--- src/rtl/int2float_pkg.sv ---
// Shared definitions for the integer-to-float arbiter slice.
//   INT_W/FLT_W/EXP_W/MAN_W : operand and result widths
//   flt_t                   : packed {exp, man} result
//   conv_int2float          : 11-bit unsigned integer -> 7-bit float, truncating
package int2float_pkg;

    localparam int unsigned INT_W = 11;
    localparam int unsigned FLT_W = 7;
    localparam int unsigned EXP_W = 3;
    localparam int unsigned MAN_W = 4;

    typedef struct packed {
        logic [EXP_W-1:0] exp;
        logic [MAN_W-1:0] man;
    } flt_t;

    // Values below 16 are exact with exp = 0. Otherwise the mantissa is the four bits
    // headed by the MSB; the ascending scan lets the highest set bit win.
    function automatic flt_t conv_int2float(input logic [INT_W-1:0] x);
        flt_t r;
        r.exp = '0;
        r.man = x[MAN_W-1:0];
        for (int m = MAN_W; m < INT_W; m++) begin
            if (x[m]) begin
                r.exp = EXP_W'(m - 3);
                r.man = MAN_W'(x >> (m - 3));
            end
        end
        return r;
    endfunction

endpackage

--- src/rtl/int2float_conv.sv ---
// Purely combinational 11-bit unsigned integer to 7-bit float converter.
//   data_i : unsigned integer operand
//   flt_o  : {exp[2:0], man[3:0]}, value = man << exp (low bits truncated)
module int2float_conv
    import int2float_pkg::*;
(
    input  logic [INT_W-1:0] data_i,
    output flt_t             flt_o
);

    assign flt_o = conv_int2float(data_i);

endmodule

--- src/rtl/int2float_arbiter.sv ---
// Shares one int-to-float converter among NREQ requesters with round-robin arbitration.
// Two-stage pipeline (operand register s1, result register s2), one conversion per cycle.
//   clk, rst   : clock and synchronous active-high reset
//   req_valid  : per-requester operand valid
//   req_data   : packed operands, requester i at [11*i+10:11*i]
//   req_ready  : per-requester accept, one-hot or zero
//   out_valid  : result valid
//   out_data   : result {exp[2:0], man[3:0]}
//   out_id     : id of the requester that supplied the result
//   out_ready  : downstream accept
module int2float_arbiter
    import int2float_pkg::*;
#(
    parameter int unsigned NREQ = 4,
    parameter int unsigned IDW  = (NREQ > 1) ? $clog2(NREQ) : 1
) (
    input  logic                  clk,
    input  logic                  rst,
    input  logic [NREQ-1:0]       req_valid,
    input  logic [NREQ*INT_W-1:0] req_data,
    output logic [NREQ-1:0]       req_ready,
    output logic                  out_valid,
    output logic [FLT_W-1:0]      out_data,
    output logic [IDW-1:0]        out_id,
    input  logic                  out_ready
);

    logic             s1_valid_q;
    logic [INT_W-1:0] s1_data_q;
    logic [IDW-1:0]   s1_id_q;
    logic             s2_valid_q;
    flt_t             s2_flt_q;
    logic [IDW-1:0]   s2_id_q;
    logic [IDW-1:0]   lastg_q;

    logic             s2_can_load;
    logic             s1_can_accept;
    logic             any_valid;
    logic             accepted;
    logic [IDW-1:0]   grant;
    logic [INT_W-1:0] grant_data;
    flt_t             conv_flt;

    // Walk from the farthest candidate (lastg+NREQ) down to the nearest (lastg+1) so the
    // nearest valid requester after the last grant is the one left in grant.
    always_comb begin
        logic [IDW-1:0] idx;
        idx       = '0;
        grant     = '0;
        any_valid = 1'b0;
        for (int i = NREQ; i >= 1; i--) begin
            idx = IDW'((int'(lastg_q) + i) % NREQ);
            if (req_valid[idx]) begin
                any_valid = 1'b1;
                grant     = idx;
            end
        end
    end

    assign s2_can_load   = ~s2_valid_q | out_ready;
    assign s1_can_accept = ~s1_valid_q | s2_can_load;
    assign accepted      = any_valid & s1_can_accept & ~rst;
    assign grant_data    = req_data[grant*INT_W +: INT_W];

    always_comb begin
        req_ready = '0;
        if (accepted) begin
            req_ready[grant] = 1'b1;
        end
    end

    int2float_conv u_conv (
        .data_i (s1_data_q),
        .flt_o  (conv_flt)
    );

    always_ff @(posedge clk) begin
        if (rst) begin
            s1_valid_q <= 1'b0;
            s1_data_q  <= '0;
            s1_id_q    <= '0;
            s2_valid_q <= 1'b0;
            s2_flt_q   <= '0;
            s2_id_q    <= '0;
            lastg_q    <= IDW'(NREQ - 1);
        end else begin
            // Payload only moves with a valid token so a stalled result stays put.
            if (s2_can_load) begin
                s2_valid_q <= s1_valid_q;
                if (s1_valid_q) begin
                    s2_flt_q <= conv_flt;
                    s2_id_q  <= s1_id_q;
                end
            end
            if (s1_can_accept) begin
                s1_valid_q <= accepted;
                if (accepted) begin
                    s1_data_q <= grant_data;
                    s1_id_q   <= grant;
                end
            end
            if (accepted) begin
                lastg_q <= grant;
            end
        end
    end

    assign out_valid = s2_valid_q;
    assign out_data  = s2_flt_q;
    assign out_id    = s2_id_q;

endmodule

--- config.mk ---
export PLATFORM = sky130hd
export DESIGN_NAME = int2float_arbiter
export DESIGN_NICKNAME = d
export VERILOG_FILES = /design/src/rtl/int2float_pkg.sv /design/src/rtl/int2float_conv.sv /design/src/rtl/int2float_arbiter.sv
export SDC_FILE = /design/constraint.sdc
export NUM_CORES = 1
export LEC_CHECK = 0
export ABC_CLOCK_PERIOD_IN_PS = 1450
export BUFFER_PORTS_ARGS = -buffer_cell sky130_fd_sc_hd__buf_2
export CAP_MARGIN = 20
export CELL_PAD_IN_SITES_DETAIL_PLACEMENT = 1
export CELL_PAD_IN_SITES_GLOBAL_PLACEMENT = 1
export CORE_ASPECT_RATIO = 0.6
export CORE_MARGIN = 2
export CORE_UTILIZATION = 32
export DETAILED_ROUTE_END_ITERATION = 16
export MAX_ROUTING_LAYER = met4
export PLACE_DENSITY = 0.74
export SLEW_MARGIN = 20
export SYNTH_ARGS = -nofsm -noshare
export SYNTH_HDL_FRONTEND = slang
export SYNTH_SLANG_ARGS = --single-unit
--- constraint.sdc ---
create_clock -name clk -period 1.45 [get_ports clk]
set_input_delay 0.145 -clock clk [delete_from_list [all_inputs] [get_ports clk]]
set_output_delay 0.145 -clock clk [all_outputs]
set_load 0.02 [all_outputs]
# [Word-level counts from Yosys, hierarchy flattened]
# Index checks and enable logic that the tools add are counted.
# Widths: inputs -> output; s select.
[word_totals] ff_bits=26
[classes] n_addsub=4 mux=26 shift=1 bitwise=7 n_lt_le_gt_ge=6 mul=1 reduce_logical=3
[ops] cell="$shiftx 44x7->11" count=1
[ops] cell="$mux 7" count=6
[ops] cell="$lt 2x3->1 const B" count=5
[ops] cell="$mux 1" count=9
[ops] cell="$bmux 1 s2" count=4
[ops] cell="$mux 2" count=4
[ops] cell="$mul 2x4->6 const B" count=1
[ops] cell="$mux 5" count=1
[ops] cell="$add 2x1->2 const B" count=2
[ops] cell="$add 2x2->2 const B" count=2
[ops] cell="$mux 4" count=1
[ops] cell="$reduce_and 2->1" count=2
[ops] cell="$not 1->1" count=3
[ops] cell="$and 1x1->1" count=2
[ops] cell="$demux 1 s2" count=1
[ops] cell="$ge 2x1->1 const B" count=1
[ops] cell="$or 1x1->1" count=2
[ops] cell="$logic_and 1x1->1" count=1

# [Logic depth before layout (Yosys ltp)]
[logic_depth] word_depth=12 mapped_depth=7 ltp_nobuf=5

# [By module]
# A second synthesis with hierarchy kept.
[unflattened] hier_cells=180 hier_area_um2=1611.5
[modules_own_cells] module="int2float_arbiter" instances=1 area_per_inst_um2=1361.3 cells_each=139 seq_area_each_um2=520.5
[modules_own_cells] module="int2float_conv" instances=1 area_per_inst_um2=250.2 cells_each=41 seq_area_each_um2=0.0

# [Worst setup path before layout]
# No wires, ideal clock.
[synth_path] kind="register -> output" from="reg lastg_q[1]" to="out req_ready[1]" t_arrival_ns=1.557 n_path_buf=2 required_ns=1.305 path_slack_ns=-0.252 stages_incl_launch_ff=7 cell_sequence="dfxtp_1 mux2i_1 o22a_1 o21a_1 buf_6 buf_8 nor3_1"
[synth_between] elab_chain_cells=12 word_cells_on_any_way=28
[synth_lines] item="from (decl)" line="int2float_arbiter.sv:34" rtl="logic [IDW-1:0] lastg_q;"
[synth_lines] item="from (signal assigned)" line="int2float_arbiter.sv:85" rtl="lastg_q <= IDW'(NREQ - 1);"
[synth_lines] item="from (signal assigned)" line="int2float_arbiter.sv:103" rtl="lastg_q <= grant;"
[synth_lines] item="$add 2x1->2" line="int2float_arbiter.sv:52" rtl="idx = IDW'((int'(lastg_q) + i) % NREQ);"
[synth_lines] item="$bmux 1 s2" line="int2float_arbiter.sv:53" rtl="if (req_valid[idx]) begin"
[synth_lines] item="$mux 1 (not written as such)" line="int2float_arbiter.sv:53"
[synth_lines] item="$mux 2 (4 in series)" line="int2float_arbiter.sv:53"
[synth_lines] item="$lt 2x3->1 (not written as such) or $ge 2x1->1 (tied branches)" line="int2float_arbiter.sv:68" rtl="req_ready[grant] = 1'b1;"
[synth_lines] item="$logic_and 1x1->1 (not written as such)" line="int2float_arbiter.sv:68"
[synth_lines] item="$mux 1 (not written as such)" line="int2float_arbiter.sv:68"
[synth_lines] item="$demux 1 s2" line="int2float_arbiter.sv:68"
[synth_lines] item="$mux 4 (*)" line="int2float_arbiter.sv:67" rtl="if (accepted) begin"
[synth_lines] item="to (decl)" line="int2float_arbiter.sv:21" rtl="output logic [NREQ-1:0] req_ready,"
# Mark *: on every way between the ends. The rest lies on a longest branch, timed or not. The select of a mux whose other input is x is not followed.

# [Worst setup path in the final report]
[layout_path] from="reg lastg_q[1]" to="out req_ready[3]"
# Same word-level chain as after synthesis.

==> metrics.cfg <==
[critical_path]
rrSetupSlack_ns=-0.25
cp_data_arrival_time_ns=1.59
critical_path.max_fanout=7
rr_endpoint=s1_data_q[1]
start_kind=register
crit_end=req_ready[3]
r2r-start=lastg_q[1]
critPathKind=register to output pin
required_ns=1.31
endpoint_kind=output pin
critPathLaunch=lastg_q[1]
r2r.worst_path.cells=6

[synth]
synth_edf_count=0
synth_warnings=0
avgSynthCellArea_um2=8.26
ys_top_cells_by_count=dfxtp_1, mux2i_1, nor3b_1
synth_most_common_cell=dfxtp_1
synth_cell_type_count=42
syn-cell-area_mm2=0.00174
synth_top_area_share_pct=30.0
synth_nets=261
synth_top_area_cell=dfxtp_1
synthFlopType=dfxtp_1
synth-seq-cells=26
synthTopCellsByArea=dfxtp_1, mux2i_1, nor3b_1, o211ai_1, nor2_1
synth.yosys.seq_area_share_pct=30.0
syn_inst=210
async_flop_share_pct=0

[timing]
rsz0062_at_grt=true
relSlewSlack_pct=77.3
fmax_mhz=578
min_period_ns=1.73
finalSetupViolations=15
finalMaxSlewViolations=0
finalHoldViolCount=0
timing.final.crit_share_pct=119
tightest_slew_ns=0.339
layout_setup_ws_ns=-0.280
fin_skew_ns=0.00216

[power]
fin_total_pwr_uw=2420
p_per_area_mw_per_mm2=976
leakage_uw=0.00109
ir_drop_v=0.000430

[drt]
dr.pass1.iters=4
drt-initial-drc-count=43
wl_per_cell_um=16.2
vias_per_cell=5.31
drcViolationCount=0
routed_wl_mm=5.71
vias=1875
ant_nets=0

[cells_and_area]
final_core_util_pct=48.0
nets=339
area_delta_synth_final_pct=42.7
layout-drive-gt1-share_pct=40.4
antennaDiodeCount=0

[status]
violations=negative setup slack
status=finished, violations left

[hold_path]
min_path_type=primary input to register

[die]
die_height_um=61.0
coreArea_mm2=0.00515
die_w_um=99.1
initial_core_util_pct=33.7
num_io_pins=65
design.die.area_mm2=0.00605
num_rows=20

[cts]
cts_sinks=26
clk_pin_slew_ns=0.10
ctsRootBufferMaster=clkbuf_8
clk_path_buf_depth=2
cts_buffers=3
htree_levels=1
insertion_delay_ns=0.28
cts_tree=built
ctsHoldBuffers=0

[global_routing]
grt_util_all_layers_pct=20.0
grt_overflow=0
grt_antenna_before_repair=0
grt_pass1_wl_mm=9.20
grt_pass1_vias=1823
grt_max_degree=26

[placement]
gp_congestion=0.816
port_buffers=64
hpwl_mm=4.18

[flow_run]
maxCapViolCount=0

[metrics by stage]
step | instance area (µm²) | hold slack [ns] | instances | setup TNS, ns | setup WS (ns)
2_1_floorplan | 1760 | 0.217 | 210 | -0.0842 | -0.0105
3_3_place_gp | 2240 | 0.445 | 342 | -1.16 | -0.128
3_5_place_dp | 2240 | 0.457 | 342 | -2.10 | -0.195
4_1_cts | 2440 | 0.168 | 352 | -3.29 | -0.253
5_1_grt | 2480 | 0.178 | 353 | -5.01 | -0.372
6_report | 2480 | 0.168 | 353 | -3.51 | -0.280
[area by class of cell]
cell class	instances	area [µm²]
tap	66	82.6
sequential	26	528
fill	642	2680
timing repair buffer	90	632
multi-input combinational	162	1160
clock buffer	4	55.1
inverter	5	18.8
[cell families after synthesis]
group,share of synthesized area (%)
muxes,14.4
buffers and inverters,7.79
DFF,30.0
AOI/OAI and AO/OA,19.9
and+or+nand+nor,27.9
[sequential cells by signal, indices dropped and copies added (netlist names)]
register	count
s1_data_q	11
out_data	7
lastg_q	2
out_id	2
s1_id_q	2
out_valid	1
s1_valid_q	1
[where the power goes]
part	internal [µW]	switching [µW]
registers	814	104
logic	497	505
clock network	244	254
total	1560	862
[worst min-delay path by stage]
stage,slack (ns),start,cells past startpoint,end
2_1_floorplan,0.22,rst,1,out_data[5]
3_5_place_dp,0.46,req_data[41],3,s1_data_q[8]
6_report,0.17,req_data[39],3,s1_data_q[6]
3_3_place_gp,0.45,req_data[36],3,s1_data_q[3]
4_1_cts,0.17,req_data[42],3,s1_data_q[9]
5_1_grt,0.18,req_data[42],3,s1_data_q[9]
[cell usage in the layout, fill, tap and decap left out, types with 2 or more instances in the layout]
| master | netlist | final |
|---|---|---|
| buf_2 | 8 | 60 |
| nor3b_1 | 24 | 24 |
| mux2i_1 | 25 | 23 |
| dfxtp_1 | 26 | 22 |
| nor2_1 | 23 | 20 |
| buf_4 | 2 | 20 |
| nand2_1 | 18 | 18 |
| o211ai_1 | 13 | 13 |
| a21oi_1 | 10 | 9 |
| o21ai_0 | 7 | 7 |
| buf_12 | 1 | 5 |
| inv_1 | 4 | 4 |
| o21ai_1 | 5 | 4 |
| clkbuf_8 | 0 | 4 |
| nand2b_1 | 3 | 3 |
| a31oi_1 | 3 | 3 |
| dfxtp_2 | 0 | 3 |
| buf_6 | 1 | 3 |
| nand3b_1 | 2 | 2 |
| nor2b_2 | 0 | 2 |
| nor4_1 | 2 | 2 |
| nor2_4 | 0 | 2 |
| a311oi_1 | 2 | 2 |
| nor3_1 | 4 | 2 |
[worst max-delay path, stage by stage (launching register included)]
cell and delay [ns]:
dfxtp_4 0.38, nand2b_1 0.17, a31oi_4 0.24, nand3_2 0.11, buf_12 0.15, nor2_4 0.13
buf_6 0.13
[timing repair]
item	4_1_cts	5_1_grt
resized for setup	16	10
pin swaps	7	5
cloned	1	0
setup buffers	5	1
endpoints found under the setup margin	15	19
[per-layer routing]
layer,GRT usage (%),wire (µm),vias up
met5,-,0,-
met4,1.17,46,0
met3,3.18,207,4
met2,35.4,2600,37
met1,25.9,2860,904
li1,-,-,930
Power figures use the tool's default switching activity.
